`config.mk`:
```
export PLATFORM = sky130hd
export DESIGN_NAME = sync_fifo_wc_flat
export DESIGN_NICKNAME = d
export VERILOG_FILES = /design/src/rtl/sync_fifo_wc_if.sv /design/src/rtl/sync_fifo_wc.sv /design/src/flat_wrapper.sv
export SDC_FILE = /design/constraint.sdc
export NUM_CORES = 1
export LEC_CHECK = 0
export CAP_MARGIN = 20
export CORE_MARGIN = 3
export CORE_UTILIZATION = 52
export DETAILED_ROUTE_END_ITERATION = 16
export PLACE_DENSITY = 0.69
export SLEW_MARGIN = 15
export SYNTH_ARGS = -nofsm -noshare
export SYNTH_HDL_FRONTEND = slang
export SYNTH_SLANG_ARGS = --single-unit
```
`constraint.sdc`:
```
create_clock -name clk -period 12 [get_ports clk]
set_input_delay 1.8 -clock clk [delete_from_list [all_inputs] [get_ports clk]]
set_output_delay 1.8 -clock clk [all_outputs]
set_load 0.01 [all_outputs]
```
`src/rtl/sync_fifo_wc_if.sv`:
```
// Handshake/data bundle for sync_fifo_wc.
//   master : producer/consumer side (drives wr_en, din, rd_en; observes status)
//   slave  : FIFO side (drives dout, full/empty, threshold and sticky flags, fifo_cnt)
// W_WIDTH/R_WIDTH/DEPTH must match the parameters of the attached FIFO.
interface sync_fifo_wc_if #(
    parameter int W_WIDTH = 32,
    parameter int R_WIDTH = 8,
    parameter int DEPTH   = 16
);
    localparam int CW = $clog2(DEPTH + 1);

    logic               wr_en;
    logic [W_WIDTH-1:0] din;
    logic               rd_en;
    logic [R_WIDTH-1:0] dout;
    logic               wfull;
    logic               rempty;
    logic               almost_full;
    logic               almost_empty;
    logic               overflow;
    logic               underflow;
    logic [CW-1:0]      fifo_cnt;

    modport master (
        output wr_en, din, rd_en,
        input  dout, wfull, rempty, almost_full, almost_empty, overflow, underflow, fifo_cnt
    );

    modport slave (
        input  wr_en, din, rd_en,
        output dout, wfull, rempty, almost_full, almost_empty, overflow, underflow, fifo_cnt
    );
endinterface

```
`src/rtl/sync_fifo_wc.sv`:
```
// Single-clock FIFO with integer-ratio width conversion (pack W<R, unpack W>R,
// or equal width), arbitrary DEPTH >= 2, selectable sub-word order,
// almost-full/almost-empty thresholds and sticky overflow/underflow flags.
// Ports:
//   clk    rising-edge clock
//   rst_n  synchronous active-low reset
//   bus    sync_fifo_wc_if.slave: wr_en/din in, rd_en in, dout (registered),
//          wfull, rempty, almost_full, almost_empty, overflow, underflow, fifo_cnt
module sync_fifo_wc #(
    parameter int W_WIDTH   = 32,
    parameter int R_WIDTH   = 8,
    parameter int DEPTH     = 16,
    parameter int LSB_FIRST = 1,
    parameter int AF_LEVEL  = DEPTH - 2,
    parameter int AE_LEVEL  = 2
) (
    input  logic            clk,
    input  logic            rst_n,
    sync_fifo_wc_if.slave   bus
);
    localparam int MAXW   = (W_WIDTH > R_WIDTH) ? W_WIDTH : R_WIDTH;
    localparam int MINW   = (W_WIDTH > R_WIDTH) ? R_WIDTH : W_WIDTH;
    localparam int RATIO  = MAXW / MINW;
    localparam int CW     = $clog2(DEPTH + 1);
    localparam int PW     = $clog2(DEPTH);
    localparam int SW     = (RATIO > 1) ? $clog2(RATIO) : 1;
    localparam bit PACK   = (W_WIDTH < R_WIDTH);
    localparam bit UNPACK = (W_WIDTH > R_WIDTH);

    generate
        if ((MAXW % MINW) != 0) begin : g_bad_ratio
            $error("sync_fifo_wc: max(W_WIDTH,R_WIDTH) must be a multiple of min(W_WIDTH,R_WIDTH)");
        end
        if (DEPTH < 2) begin : g_bad_depth
            $error("sync_fifo_wc: DEPTH must be >= 2");
        end
    endgenerate

    logic [MAXW-1:0]    mem_q [DEPTH];

    logic [PW-1:0]      w_ptr_q, w_ptr_d, r_ptr_q, r_ptr_d;
    logic [SW-1:0]      w_sub_q, w_sub_d, r_sub_q, r_sub_d;
    logic [MAXW-1:0]    pack_q, pack_d;
    logic [CW-1:0]      cnt_q, cnt_d;
    logic [R_WIDTH-1:0] dout_q, dout_d;
    logic               overflow_q, overflow_d, underflow_q, underflow_d;

    logic               wfull, rempty, wr_ok, rd_ok, ent_we, ent_fr;
    logic               w_last, r_last;
    logic [SW-1:0]      w_slot, r_slot;
    logic [MAXW-1:0]    wr_word, rd_word;

    // Status is decoded from the registered count only, so a same-cycle
    // free never opens room for a write and a same-cycle write never
    // makes data readable.
    assign wfull  = (cnt_q == CW'(DEPTH));
    assign rempty = (cnt_q == '0);
    assign wr_ok  = bus.wr_en & ~wfull;
    assign rd_ok  = bus.rd_en & ~rempty;

    assign w_last = (w_sub_q == SW'(RATIO - 1));
    assign r_last = (r_sub_q == SW'(RATIO - 1));

    // Slot of the current narrow beat inside the wide word.
    assign w_slot = (LSB_FIRST != 0) ? w_sub_q : SW'(RATIO - 1) - w_sub_q;
    assign r_slot = (LSB_FIRST != 0) ? r_sub_q : SW'(RATIO - 1) - r_sub_q;

    // An entry is written on every accepted beat, except in pack mode
    // where only the last beat completes a word.
    assign ent_we = wr_ok & (~PACK   | w_last);
    // In unpack mode the entry stays occupied until its last slice is read.
    assign ent_fr = rd_ok & (~UNPACK | r_last);

    assign rd_word = mem_q[r_ptr_q];

    always_comb begin
        // Pack register with the incoming beat merged in; on the final beat
        // this is the complete word written to memory.
        wr_word = pack_q;
        wr_word[w_slot*MINW +: MINW] = bus.din[MINW-1:0];
        if (!PACK) begin
            wr_word = MAXW'(bus.din);
        end

        pack_d  = pack_q;
        w_sub_d = w_sub_q;
        if (wr_ok && PACK) begin
            if (w_last) begin
                w_sub_d = '0;
            end else begin
                w_sub_d = w_sub_q + 1'b1;
                pack_d  = wr_word;
            end
        end

        dout_d  = dout_q;
        r_sub_d = r_sub_q;
        if (rd_ok) begin
            if (UNPACK) begin
                dout_d  = R_WIDTH'(rd_word[r_slot*MINW +: MINW]);
                r_sub_d = r_last ? '0 : r_sub_q + 1'b1;
            end else begin
                dout_d  = R_WIDTH'(rd_word);
            end
        end

        w_ptr_d = w_ptr_q;
        if (ent_we) begin
            w_ptr_d = (w_ptr_q == PW'(DEPTH - 1)) ? '0 : w_ptr_q + 1'b1;
        end
        r_ptr_d = r_ptr_q;
        if (ent_fr) begin
            r_ptr_d = (r_ptr_q == PW'(DEPTH - 1)) ? '0 : r_ptr_q + 1'b1;
        end

        cnt_d = cnt_q;
        if (ent_we && !ent_fr) begin
            cnt_d = cnt_q + 1'b1;
        end else if (ent_fr && !ent_we) begin
            cnt_d = cnt_q - 1'b1;
        end

        overflow_d  = overflow_q  | (bus.wr_en & wfull);
        underflow_d = underflow_q | (bus.rd_en & rempty);
    end

    always_ff @(posedge clk) begin
        if (!rst_n) begin
            w_ptr_q     <= '0;
            r_ptr_q     <= '0;
            w_sub_q     <= '0;
            r_sub_q     <= '0;
            pack_q      <= '0;
            cnt_q       <= '0;
            dout_q      <= '0;
            overflow_q  <= 1'b0;
            underflow_q <= 1'b0;
        end else begin
            w_ptr_q     <= w_ptr_d;
            r_ptr_q     <= r_ptr_d;
            w_sub_q     <= w_sub_d;
            r_sub_q     <= r_sub_d;
            pack_q      <= pack_d;
            cnt_q       <= cnt_d;
            dout_q      <= dout_d;
            overflow_q  <= overflow_d;
            underflow_q <= underflow_d;
        end
    end

    // Storage is not reset; the pointers and count define what is valid.
    always_ff @(posedge clk) begin
        if (rst_n && ent_we) begin
            mem_q[w_ptr_q] <= wr_word;
        end
    end

    assign bus.dout         = dout_q;
    assign bus.wfull        = wfull;
    assign bus.rempty       = rempty;
    assign bus.almost_full  = (int'(cnt_q) >= AF_LEVEL);
    assign bus.almost_empty = (int'(cnt_q) <= AE_LEVEL);
    assign bus.overflow     = overflow_q;
    assign bus.underflow    = underflow_q;
    assign bus.fifo_cnt     = cnt_q;
endmodule
```
`src/flat_wrapper.sv`:
```
// flat-port wrapper written by rule: the top's interface ports become plain ports
module sync_fifo_wc_flat 
#(
    parameter int W_WIDTH   = 32,
    parameter int R_WIDTH   = 8,
    parameter int DEPTH     = 16,
    parameter int LSB_FIRST = 1,
    parameter int AF_LEVEL  = DEPTH - 2,
    parameter int AE_LEVEL  = 2
)
  (clk, rst_n, bus_wr_en, bus_din, bus_rd_en, bus_dout, bus_wfull, bus_rempty, bus_almost_full, bus_almost_empty, bus_overflow, bus_underflow, bus_fifo_cnt);
  sync_fifo_wc_if #(.W_WIDTH(W_WIDTH), .R_WIDTH(R_WIDTH), .DEPTH(DEPTH)) bus_i ();
  input  logic clk;
  input  logic rst_n;
  input wire logic [$bits(bus_i.wr_en)-1:0] bus_wr_en;
  input wire logic [$bits(bus_i.din)-1:0] bus_din;
  input wire logic [$bits(bus_i.rd_en)-1:0] bus_rd_en;
  output wire logic [$bits(bus_i.dout)-1:0] bus_dout;
  output wire logic [$bits(bus_i.wfull)-1:0] bus_wfull;
  output wire logic [$bits(bus_i.rempty)-1:0] bus_rempty;
  output wire logic [$bits(bus_i.almost_full)-1:0] bus_almost_full;
  output wire logic [$bits(bus_i.almost_empty)-1:0] bus_almost_empty;
  output wire logic [$bits(bus_i.overflow)-1:0] bus_overflow;
  output wire logic [$bits(bus_i.underflow)-1:0] bus_underflow;
  output wire logic [$bits(bus_i.fifo_cnt)-1:0] bus_fifo_cnt;
  assign bus_i.wr_en = bus_wr_en;
  assign bus_i.din = bus_din;
  assign bus_i.rd_en = bus_rd_en;
  assign bus_dout = bus_i.dout;
  assign bus_wfull = bus_i.wfull;
  assign bus_rempty = bus_i.rempty;
  assign bus_almost_full = bus_i.almost_full;
  assign bus_almost_empty = bus_i.almost_empty;
  assign bus_overflow = bus_i.overflow;
  assign bus_underflow = bus_i.underflow;
  assign bus_fifo_cnt = bus_i.fifo_cnt;
  sync_fifo_wc #(.W_WIDTH(W_WIDTH), .R_WIDTH(R_WIDTH), .DEPTH(DEPTH), .LSB_FIRST(LSB_FIRST), .AF_LEVEL(AF_LEVEL), .AE_LEVEL(AE_LEVEL)) u_core (.clk(clk), .rst_n(rst_n), .bus(bus_i));
endmodule
```
Word level (Yosys, flattened, before mapping). Memories as Yosys holds them, arrays and structs flattened. A register that Yosys moved wholly into a read port is not among the register bits. Index checks and enable logic that the tools add are counted.

Add/subtract/negate cells: 5. Shifts and indexed selects: 1. Mux-type cells: 9. $lt $le $gt $ge: 2. Reductions and logical operators: 7. Bitwise logic cells: 9. Eq/ne operators: 4.

Operators by type and width (count): 32-bit by 6-bit indexed part select with 8-bit output (1); 4-bit 2-to-1 mux (4); 5-bit 2-to-1 mux (2); 4-bit by 1-bit adder with 4-bit output, second input constant (2); 4-bit equality test, second input constant (2); 5-bit by 1-bit adder with 5-bit output, second input constant (1); 1-bit AND (5); 5-bit equality test, second input constant (1); 5-bit by 4-bit >= comparator with 1-bit output, second input constant (1); 5-bit by 2-bit <= comparator with 1-bit output, second input constant (1); 5-bit logical NOT (1); 5-bit by 1-bit subtractor with 5-bit output, second input constant (1); 1-bit logical AND (3); 2-bit by 1-bit adder with 2-bit output, second input constant (1); 2-bit equality test, second input constant (1); 1-bit logical NOT (2); 1-bit 2-to-1 mux (2); 2-bit 2-to-1 mux (1); 1-bit inverter (2); 1-bit OR (2); 2-bit nonzero test (1).

Logic and storage cells: 45. Memories: 1. Output and inout port bits: 19. Bits of input ports: 36. Bits in registers: 25. RAM bits: 512.

Memory list: u_core.mem_q (words 16, width 32, read ports 1, clocked after memory_dff 1, wr ports 1, RTL line sync_fifo_wc.sv:39) `logic [MAXW-1:0] mem_q [DEPTH];`.

Depth between registers and ports, before layout. Gate-level depths: netlist (run 1).

Depth in word-level cells: 7. Depth in mapped cells: 11.

Worst setup path before layout (run 1). Ideal clock, no wire load.

Kind: input port to flip-flop. Start: in bus_wr_en. End: mem u_core.mem_q[1][0] (netlist name) (enable). Setup time: 461 ps. Arrival time: 4719 ps. Stages: 5. Path buffers: 1. Data required time: 11539 ps. Path slack: 6820 ps. Cell sequence: inv_1 > a31oi_1 > clkbuf_1 > nand3_1 > nor3_1.

Word-level cells in the longest chain between the ends: 4.

RTL lines: start, declared (RTL line flat_wrapper.sv:15) `input wire logic [$bits(bus_i.wr_en)-1:0] bus_wr_en;`; 1-bit AND (RTL line sync_fifo_wc.sv:58) `assign wr_ok = bus.wr_en & ~wfull;`; named net u_core.ent_we (RTL line sync_fifo_wc.sv:48) `logic wfull, rempty, wr_ok, rd_ok, ent_we, ent_fr;`; 1-bit logical AND (RTL line sync_fifo_wc.sv:153) `if (rst_n && ent_we) begin`; 1-bit 2-to-1 mux (RTL line sync_fifo_wc.sv:153); 1-bit 2-to-1 mux (not written as such) (RTL line sync_fifo_wc.sv:154) `mem_q[w_ptr_q] <= wr_word;`; end, declared (RTL line sync_fifo_wc.sv:39).

The timed path passes the listed nets, and every way through them passes these cells.

==> impl_metrics.toml, run 1 <==
[synth]
synth_area_per_cell_sq_um = 19.44
yosysMostFrequentCell = "edfxtp_1"
netlist_area_sq_mm = 0.02100
syn_nets = 1127
synth_ff_type = "edfxtp_1"
synthCells = 1080
synth.area.top_cells = "edfxtp_1, mux4_2, mux2i_1, dfxtp_1, a22o_1"
synth_seq_area_share_pct = 76.00
ys_seq_elements = 541
synth_top_cell_by_area = "edfxtp_1"
synth-edff-count = 512
async_reset_ff_share_pct = 0
ys_warn_count = 0
ys_types = 44
synth.top_cell.area_share_pct = 73.23
synthTopCellsByCount = "edfxtp_1, mux2i_1, mux4_2, a22o_1, nor2b_1"

[sta]
post-route-min-period_ns = 4.099
final-setup-viol-count = 0
finalCritPeriodShare_pct = 34.16
rsz0062_at_grt = "false"
final-max-slew-violation-count = 0
tns_ns = 0
skew_ns = 0.02537
max_slew_margin_pct = 28.04
tightest_slew_ns = 1.077
hold_viol_final = 0
fmax_mhz = 244.0

[layout]
finalNetCount = 1199
antenna_cells = 0
area_delta_synth_final_pct = 14.48
multiInputGateArea_sq_mm = 0.004770
final_layout_size_suffix_gt1_share_pct = 17.27
register_area_sq_mm = 0.01596
final_area_sq_mm = 0.02403
fin_util_pct = 61.19
fill_cells = 2805

[placed_design]
gp_congestion = 0.8378
io_buffer_count = 54
place_area_sq_mm = 0.02215
hpwl_um = 27040

[power]
combPwrFrac_pct = 6.7
pwr-share-clk_pct = 40.4
netSwitchingPower_uw = 854.5
p_int_uw = 3175
p_sw_share_pct = 21.20
p_per_area_mw_per_mm2 = 167.7
p_seq_share_pct = 52.9
vdd_drop_max_mv = 0.1190
p_leak_uw = 0.007356

[flow_run]
drv_cap = 0

[worst_setup_path]
end_kind = "flip-flop"
start_kind = "flip-flop"
critPathMaxStageDelay_ns = 0.82
crit_chain = "buf_12, buf_4, mux4_1, a22o_1, nor4_1, o221ai_1"
r2r_setup_slack_ns = 7.90
required_ns = 12.40
worst_ep_arrival_time_ns = 4.50
cpMaxStageDelayCell = "nor4_1"
criticalPathCategory = "flip-flop to flip-flop"
cp_max_fo = 154

[route]
vias = 10530
drc = 0
first_pass_iters = 5
postRouteAntennaNets = 0
drt_iter0_drc = 963
wl_per_cell_um = 26.91
viasPerCell = 6.153
wl_um = 46040

[floorplan]
core_area_sq_mm = 0.03928
num_rows = 72
initial_core_util_pct = 53.45
die_w_um = 206.9
ios = 55
die_h_um = 206.9
die_area_sq_mm = 0.04282

[global_routing]
grt_overflow_total = 0
antenna_found_initial = 1
grt_max_degree = 155
grt_usage_pct = 21.82
grt_first_pass_wirelength_um = 67650
grt_pass1_vias = 10360

[clock_tree]
root_buffer = "clkbuf_16"
post_cts_buffers = 0
clkTransAtPathRegs_ns = 0.06
clockBufferDepth = 3
clk_latency_ns = 0.59
holdBufCountCts = 0
cts_tree = "built"
clock-sinks = 541
cts_buffers = 53
h-tree-depth = 2
cts-resized-gates = 0

[status]
status = "complete, no violations"

[min_path]
hold_path_class = "flip-flop to flip-flop"
## worst paths after layout
| check | cells after the start | from | to |
|---|---|---|---|
| max | 6 | flip-flop | u_core.bus.dout[0]$_SDFFE_PN0P_ |
| min | 2 | u_core.bus.underflow$_SDFF_PN0_ | u_core.bus.underflow$_SDFF_PN0_ |
| min reg2reg | 2 | u_core.bus.underflow$_SDFF_PN0_ | u_core.bus.underflow$_SDFF_PN0_ |
| max reg2reg | 6 | flip-flop | u_core.bus.dout[0]$_SDFFE_PN0P_ |
## cell usage in the layout (no fill, tap or decap), types with 4 or more instances in the layout
cell type	netlist	routed
mux4_2	53	53
a211oi_1	32	32
nor2_4	0	12
a22o_1	48	48
clkinv_1	1	15
nor2_1	31	18
clkinv_2	0	8
dfxtp_1	29	27
a2111oi_0	32	32
nand2b_1	6	6
clkbuf_1	25	8
nor2b_1	34	34
nand2_1	11	11
bufinv_16	0	7
buf_12	4	4
mux4_1	11	11
clkbuf_16	0	53
buf_4	7	13
mux2i_1	66	66
nor3_2	0	4
nand3_1	16	16
clkinvlp_4	0	5
edfxtp_1	512	512
inv_1	4	4
ha_1	10	10
o22ai_1	16	16
a21oi_1	15	15
nor4_1	16	16
clkdlybuf4s50_1	0	54
mux2_2	32	32
o221ai_1	8	8
or3_1	4	4
buf_16	0	7
## registers in the layout, summed over array words and instances (netlist names), named ones only
signal                count
u_core.mem_q            512
u_core.bus.dout           8
u_core.bus.fifo_cnt       5
u_core.r_ptr_q            4
u_core.w_ptr_q            4
u_core.r_slot             2
u_core.bus.overflow       1
u_core.bus.underflow      1
## layout make-up
type                       count  area share [%]
sequential                   541           66.42
multi-input combinational    471           19.84
clock buffer                  61           5.643
timing repair buffer          80           3.868
tap                          518           2.697
clock inverter                35           1.452
inverter                       5         0.07809
## metal layers
layer	track usage [%]	part of all wire [%]	up-vias	routed length [um]
met5	0	0.028	-	13
met3	4.406	7.9	90	3623
met2	34.94	48	413	22310
li1	-	-	4628	-
met4	6.501	3.1	2	1415
met1	30.89	41	5395	18680
## power groups by stage
stage / Sequential, uW / Clock (uW) / Combinational [uW]
CTS: 2130 / 1650 / 268
detailed placement: 2170 / 0 / 267
global route: 2140 / 1740 / 295
global placement: 2170 / 0 / 261
floorplan: 2170 / 0 / 127
finish: 2130 / 1630 / 268
## cell families after synthesis
family | after synthesis | share of synthesized area, %
AO/OA/AOI/OAI | 162 | 6.031
XOR/XNOR | 6 | 0.2503
adder cells (fa/ha/maj) | 11 | 0.6913
buffers and inverters | 68 | 1.824
flip-flops | 541 | 76.00
multiplexers | 162 | 11.92
AND/OR/NAND/NOR | 130 | 3.284
## critical path: cells and delay by family (launching register included)
kind / cells / cell delay [ns]
buf+inv: 2 / 1.35
simple gates: 1 / 0.82
flops: 1 / 0.57
compound gates: 2 / 0.56
mux: 1 / 0.44
## metrics by stage
step                setup slack [ns]  hold slack, ns  instances  total power, uW
floorplan                      6.820          0.4629       1080             2301
global placement               6.893          0.4554       1603             2433
detailed placement             6.917          0.4587       1607             2441
CTS                            7.511          0.4744       1703             4057
global route                   7.784          0.5015       1711             4171
finish                         7.901          0.4691       1711             4030
No activity file was read; power rests on OpenSTA's default activity.
==> inputs of run 2 (changes only) <==
- PLACE_DENSITY: 0.69 -> 0.72
- clock period: 12 -> 3.34 ns (I/O delays scaled with it)
==> impl_metrics.toml, run 2 (synthesis results as in run 1) <==
[placed_design]
place_ws_ns = 0.3679
place_area_sq_mm = 0.02265
io_buffer_count = 54
dp.cells = 1667
gp_congestion = 0.8202
hpwl_um = 28450

[layout]
regMostFlops = "u_core.mem_q"
final_area_sq_mm = 0.02438
area_delta_synth_final_pct = 16.11
final_layout_size_suffix_gt1_share_pct = 20.35
largest_reg_flops = 512
finalNetCount = 1251
layout_common_cells = "edfxtp_1, buf_4, mux2i_1"
final_cells = 1767
final_common_cell = "edfxtp_1"

[floorplan]
die_area_sq_mm = 0.04282
core_area_sq_mm = 0.03928
num_rows = 72
die_h_um = 206.9
die_w_um = 206.9
ios = 55
initial_core_util_pct = 53.45

[flow_run]
drv_cap = 0

[power]
p_leak_uw = 0.007577
vdd_drop_max_mv = 0.3959
p_per_area_mw_per_mm2 = 597.0
total_power_uw = 14550

[worst_setup_path]
path_depth = 11
end_kind = "flip-flop"
cpMaxStageDelayCell = "or3_1"
worst_ep_arrival_time_ns = 3.37
reg2reg_depth = 11
cp_max_fo = 6
critPathMaxStageDelay_ns = 0.42
crit_chain = "or3_1, o31a_1, nand2_1, ha_1, inv_1, fa_1, a21o_1, a21oi_1, xnor2_1, or3_1, a21oi_1"
required_ns = 3.84
crit_family = "simple AND/OR/NAND/NOR gates"
path_buf_inv = 1
criticalPathCategory = "flip-flop to flip-flop"
start_kind = "flip-flop"
r2r_setup_slack_ns = 0.47

[global_routing]
grt_usage_pct = 23.22
grt_first_pass_wirelength_um = 71960
grt_pass1_vias = 11050
antenna_found_initial = 1
grt_overflow_total = 0
grt_max_degree = 78

[clock_tree]
clk_latency_ns = 0.57
clkTransAtPathRegs_ns = 0.06
clockBufferDepth = 3
cts-resized-gates = 0
cts_buffers = 53
cts_tree = "built"
clock-sinks = 541
post_cts_buffers = 0
root_buffer = "clkbuf_16"
h-tree-depth = 2
holdBufCountCts = 0

[sta]
max_slew_margin_pct = 19.71
final-max-slew-violation-count = 0
fmax_mhz = 348.6
post-route-min-period_ns = 2.869
worst_slack_ns = 0.4715
rsz0062_at_grt = "false"
tightest_slew_ns = 1.174
final-setup-viol-count = 0
skew_ns = 0.01464
hold_viol_final = 0
tns_ns = 0
finalCritPeriodShare_pct = 85.88

[route]
first_pass_iters = 5
wl_um = 48680
viasPerCell = 6.216
drt_iter0_drc = 1072
drc = 0
vias = 10980
wl_per_cell_um = 27.55
postRouteAntennaNets = 0

[status]
status = "complete, no violations"

[min_path]
hold_depth = 2
hold_path_class = "flip-flop to flip-flop"
run 2: metrics by stage:
stage / hold slack, ns / utilization, %
5_1_grt: 0.5098 / 62.06
3_3_place_gp: 0.4676 / 57.67
3_5_place_dp: 0.4801 / 57.67
2_1_floorplan: 0.4629 / -
6_report: 0.4953 / 62.06
4_1_cts: 0.4971 / 62.06
run 2: area by class of cell:
class / count / area (sq um)
clock inverters: 21 / 231.5
inverters: 5 / 18.77
flip-flops and latches: 541 / 15960
well taps: 518 / 648.1
repair buffers: 132 / 1226
clock buffers: 78 / 1493
fillers: 2741 / 14900
diodes: 1 / 2.502
multi-input cells: 471 / 4795
run 2: worst paths after layout:
path,start,to
hold reg to reg,u_core.bus.underflow$_SDFF_PN0_,u_core.bus.underflow$_SDFF_PN0_
setup reg to reg,u_core.bus.fifo_cnt[2]$_SDFFE_PN0P_,u_core.bus.fifo_cnt[4]$_SDFFE_PN0P_
setup / recovery,u_core.bus.fifo_cnt[2]$_SDFFE_PN0P_,u_core.bus.fifo_cnt[4]$_SDFFE_PN0P_
hold / removal,u_core.bus.underflow$_SDFF_PN0_,u_core.bus.underflow$_SDFF_PN0_
run 2: power breakdown:
part / total (uW) / switching, uW / internal, uW / leakage (uW)
combinational: 1030 / 574 / 452 / 0.00190
sequential: 7680 / 111 / 7560 / 0.00485
clock: 5850 / 2380 / 3480 / 0.000828
run 2: metal layers:
layer	GRT usage, %	vias up	wire, um
met3	4.626	82	4003
met4	8.163	2	1566
met5	0	-	12
li1	-	4734	-
met2	36.73	497	23330
met1	32.76	5669	19770
run 2: tightest hold or removal path, stage by stage, from the launching register on:
cell and delay (ns):
dfxtp_1 0.34, a21oi_1 0.05, nor2_1 0.08
==> inputs of run 3 (changes only) <==
- RECOVER_POWER: default -> 100
==> impl_metrics.toml, run 3 (synthesis results as in run 1) <==
[status]
status = "complete, no violations"

[power]
combPwrFrac_pct = 6.7
p_leak_uw = 0.007567
p_seq_share_pct = 53.0
p_int_uw = 11440
netSwitchingPower_uw = 3053
p_per_area_mw_per_mm2 = 598.7
pwr-share-clk_pct = 40.4
p_sw_share_pct = 21.06
vdd_drop_max_mv = 0.3980
total_power_uw = 14490

[route]
first_pass_iters = 5
viasPerCell = 6.210
drt_iter0_drc = 996
drc = 0
vias = 10970
wl_um = 48570
postRouteAntennaNets = 0
wl_per_cell_um = 27.50

[clock_tree]
h-tree-depth = 2
cts_buffers = 53
clockBufferDepth = 3
cts-resized-gates = 0
holdBufCountCts = 0
root_buffer = "clkbuf_16"
clk_latency_ns = 0.57
cts_tree = "built"
clkTransAtPathRegs_ns = 0.06
clock-sinks = 541
post_cts_buffers = 0

[worst_setup_path]
start_kind = "flip-flop"
reg2reg_from = "u_core.bus.fifo_cnt[1]$_SDFFE_PN0P_"
critPathMaxStageDelay_ns = 0.76
worst_ep_arrival_time_ns = 3.15
reg2reg_to = "u_core.mem_q[15][26]$_DFFE_PP_"
reg2reg_depth = 7
cpMaxStageDelayCell = "clkbuf_2"
crit_top_cell = "clkbuf_1"
required_ns = 3.52
criticalPathCategory = "flip-flop to flip-flop"
crit_family = "buffers and inverters"
cp_max_fo = 23
path_buf_inv = 3
end_kind = "flip-flop"
crit_chain = "nor2_1, a31oi_1, clkbuf_1, nand3_1, clkbuf_1, nor2_4, clkbuf_2"
path_depth = 7
r2r_setup_slack_ns = 0.36

[sta]
hold_viol_final = 0
finalCritPeriodShare_pct = 89.20
tns_ns = 0
fmax_mhz = 335.7
skew_ns = 0.01651
max_slew_margin_pct = 25.95
final-setup-viol-count = 0
post-route-min-period_ns = 2.979
final-max-slew-violation-count = 0
rsz0062_at_grt = "false"
tightest_slew_ns = 1.083
whs_ns = 0.4934

[layout]
final_layout_size_suffix_gt1_share_pct = 18.99
final_common_cell = "edfxtp_1"
regMostFlops = "u_core.mem_q"
antenna_cells = 0
area_delta_synth_final_pct = 15.29
layout_common_cells = "edfxtp_1, mux2i_1, clkbuf_16"
finalNetCount = 1251
largest_reg_flops = 512
final_cells = 1766

[floorplan]
die_w_um = 206.9
num_rows = 72
core_area_sq_mm = 0.03928
die_area_sq_mm = 0.04282
ios = 55
initial_core_util_pct = 53.45
die_h_um = 206.9

[min_path]
min_to = "u_core.bus.underflow$_SDFF_PN0_"
hp-start = "u_core.bus.underflow$_SDFF_PN0_"
hold_path_class = "flip-flop to flip-flop"
hold_depth = 2

[placed_design]
hpwl_um = 28450
io_buffer_count = 54
gp_congestion = 0.8202
dp.cells = 1667

[global_routing]
grt_usage_pct = 23.22
grt_pass1_vias = 11050
grt_first_pass_wirelength_um = 71960
grt_overflow_total = 0
antenna_found_initial = 3
grt_max_degree = 78

[flow_run]
drv_cap = 0
## run 3: area by class of cell
class	instances	area [sq um]
clock buffer	78	1493
clock inverter	21	231.5
inverter	5	18.77
tap	518	648.1
timing repair buffer	132	1111
multi-input combinational	471	4742
sequential	541	15960
fill	2782	15070
## run 3: worst max path at each step
stage                                               end                                 from  slack (ns)
CTS                 u_core.bus.fifo_cnt[4]$_SDFFE_PN0P_  u_core.bus.fifo_cnt[2]$_SDFFE_PN0P_        0.47
global route             u_core.mem_q[15][13]$_DFFE_PP_  u_core.bus.fifo_cnt[1]$_SDFFE_PN0P_        0.17
finish                   u_core.mem_q[15][26]$_DFFE_PP_  u_core.bus.fifo_cnt[1]$_SDFFE_PN0P_        0.36
detailed placement  u_core.bus.fifo_cnt[4]$_SDFFE_PN0P_                            bus_wr_en        0.37
global placement    u_core.bus.fifo_cnt[4]$_SDFFE_PN0P_                            bus_wr_en        0.40
floorplan                 u_core.mem_q[12][0]$_DFFE_PP_  u_core.bus.fifo_cnt[0]$_SDFFE_PN0P_        0.20
## run 3: power groups by stage
| stage | registers (uW) | clock network (uW) | logic [uW] |
|---|---|---|---|
| CTS | 7680 | 5930 | 1030 |
| global route | 7680 | 6220 | 1040 |
| global placement | 7810 | 0 | 1000 |
| floorplan | 7810 | 0 | 459 |
| detailed placement | 7820 | 0 | 1020 |
| finish | 7680 | 5850 | 966 |
## run 3: per-stage QoR
step                worst slack, ns  utilization (%)  cell area, sq um
floorplan                    0.2039                -             21020
global placement             0.3994            57.67             22650
detailed placement           0.3679            57.67             22650
CTS                          0.4720            62.06             24370
global route                 0.1687            61.62             24200
finish                       0.3608            61.62             24200
## run 3: routing by layer
metal | GRT usage (%) | vias up | share of wire (%)
met3 | 4.626 | 81 | 8.0
met1 | 32.76 | 5657 | 41
met5 | 0 | - | 0.041
met2 | 36.73 | 496 | 48
met4 | 8.163 | 4 | 3.2
li1 | - | 4729 | -
## run 3: tightest hold or removal path, delay by kind of cell (launching register included)
family | cells | cell delay (ns)
flip-flops | 1 | 0.34
AND/OR/NAND/NOR | 1 | 0.08
AO/OA/AOI/OAI | 1 | 0.04
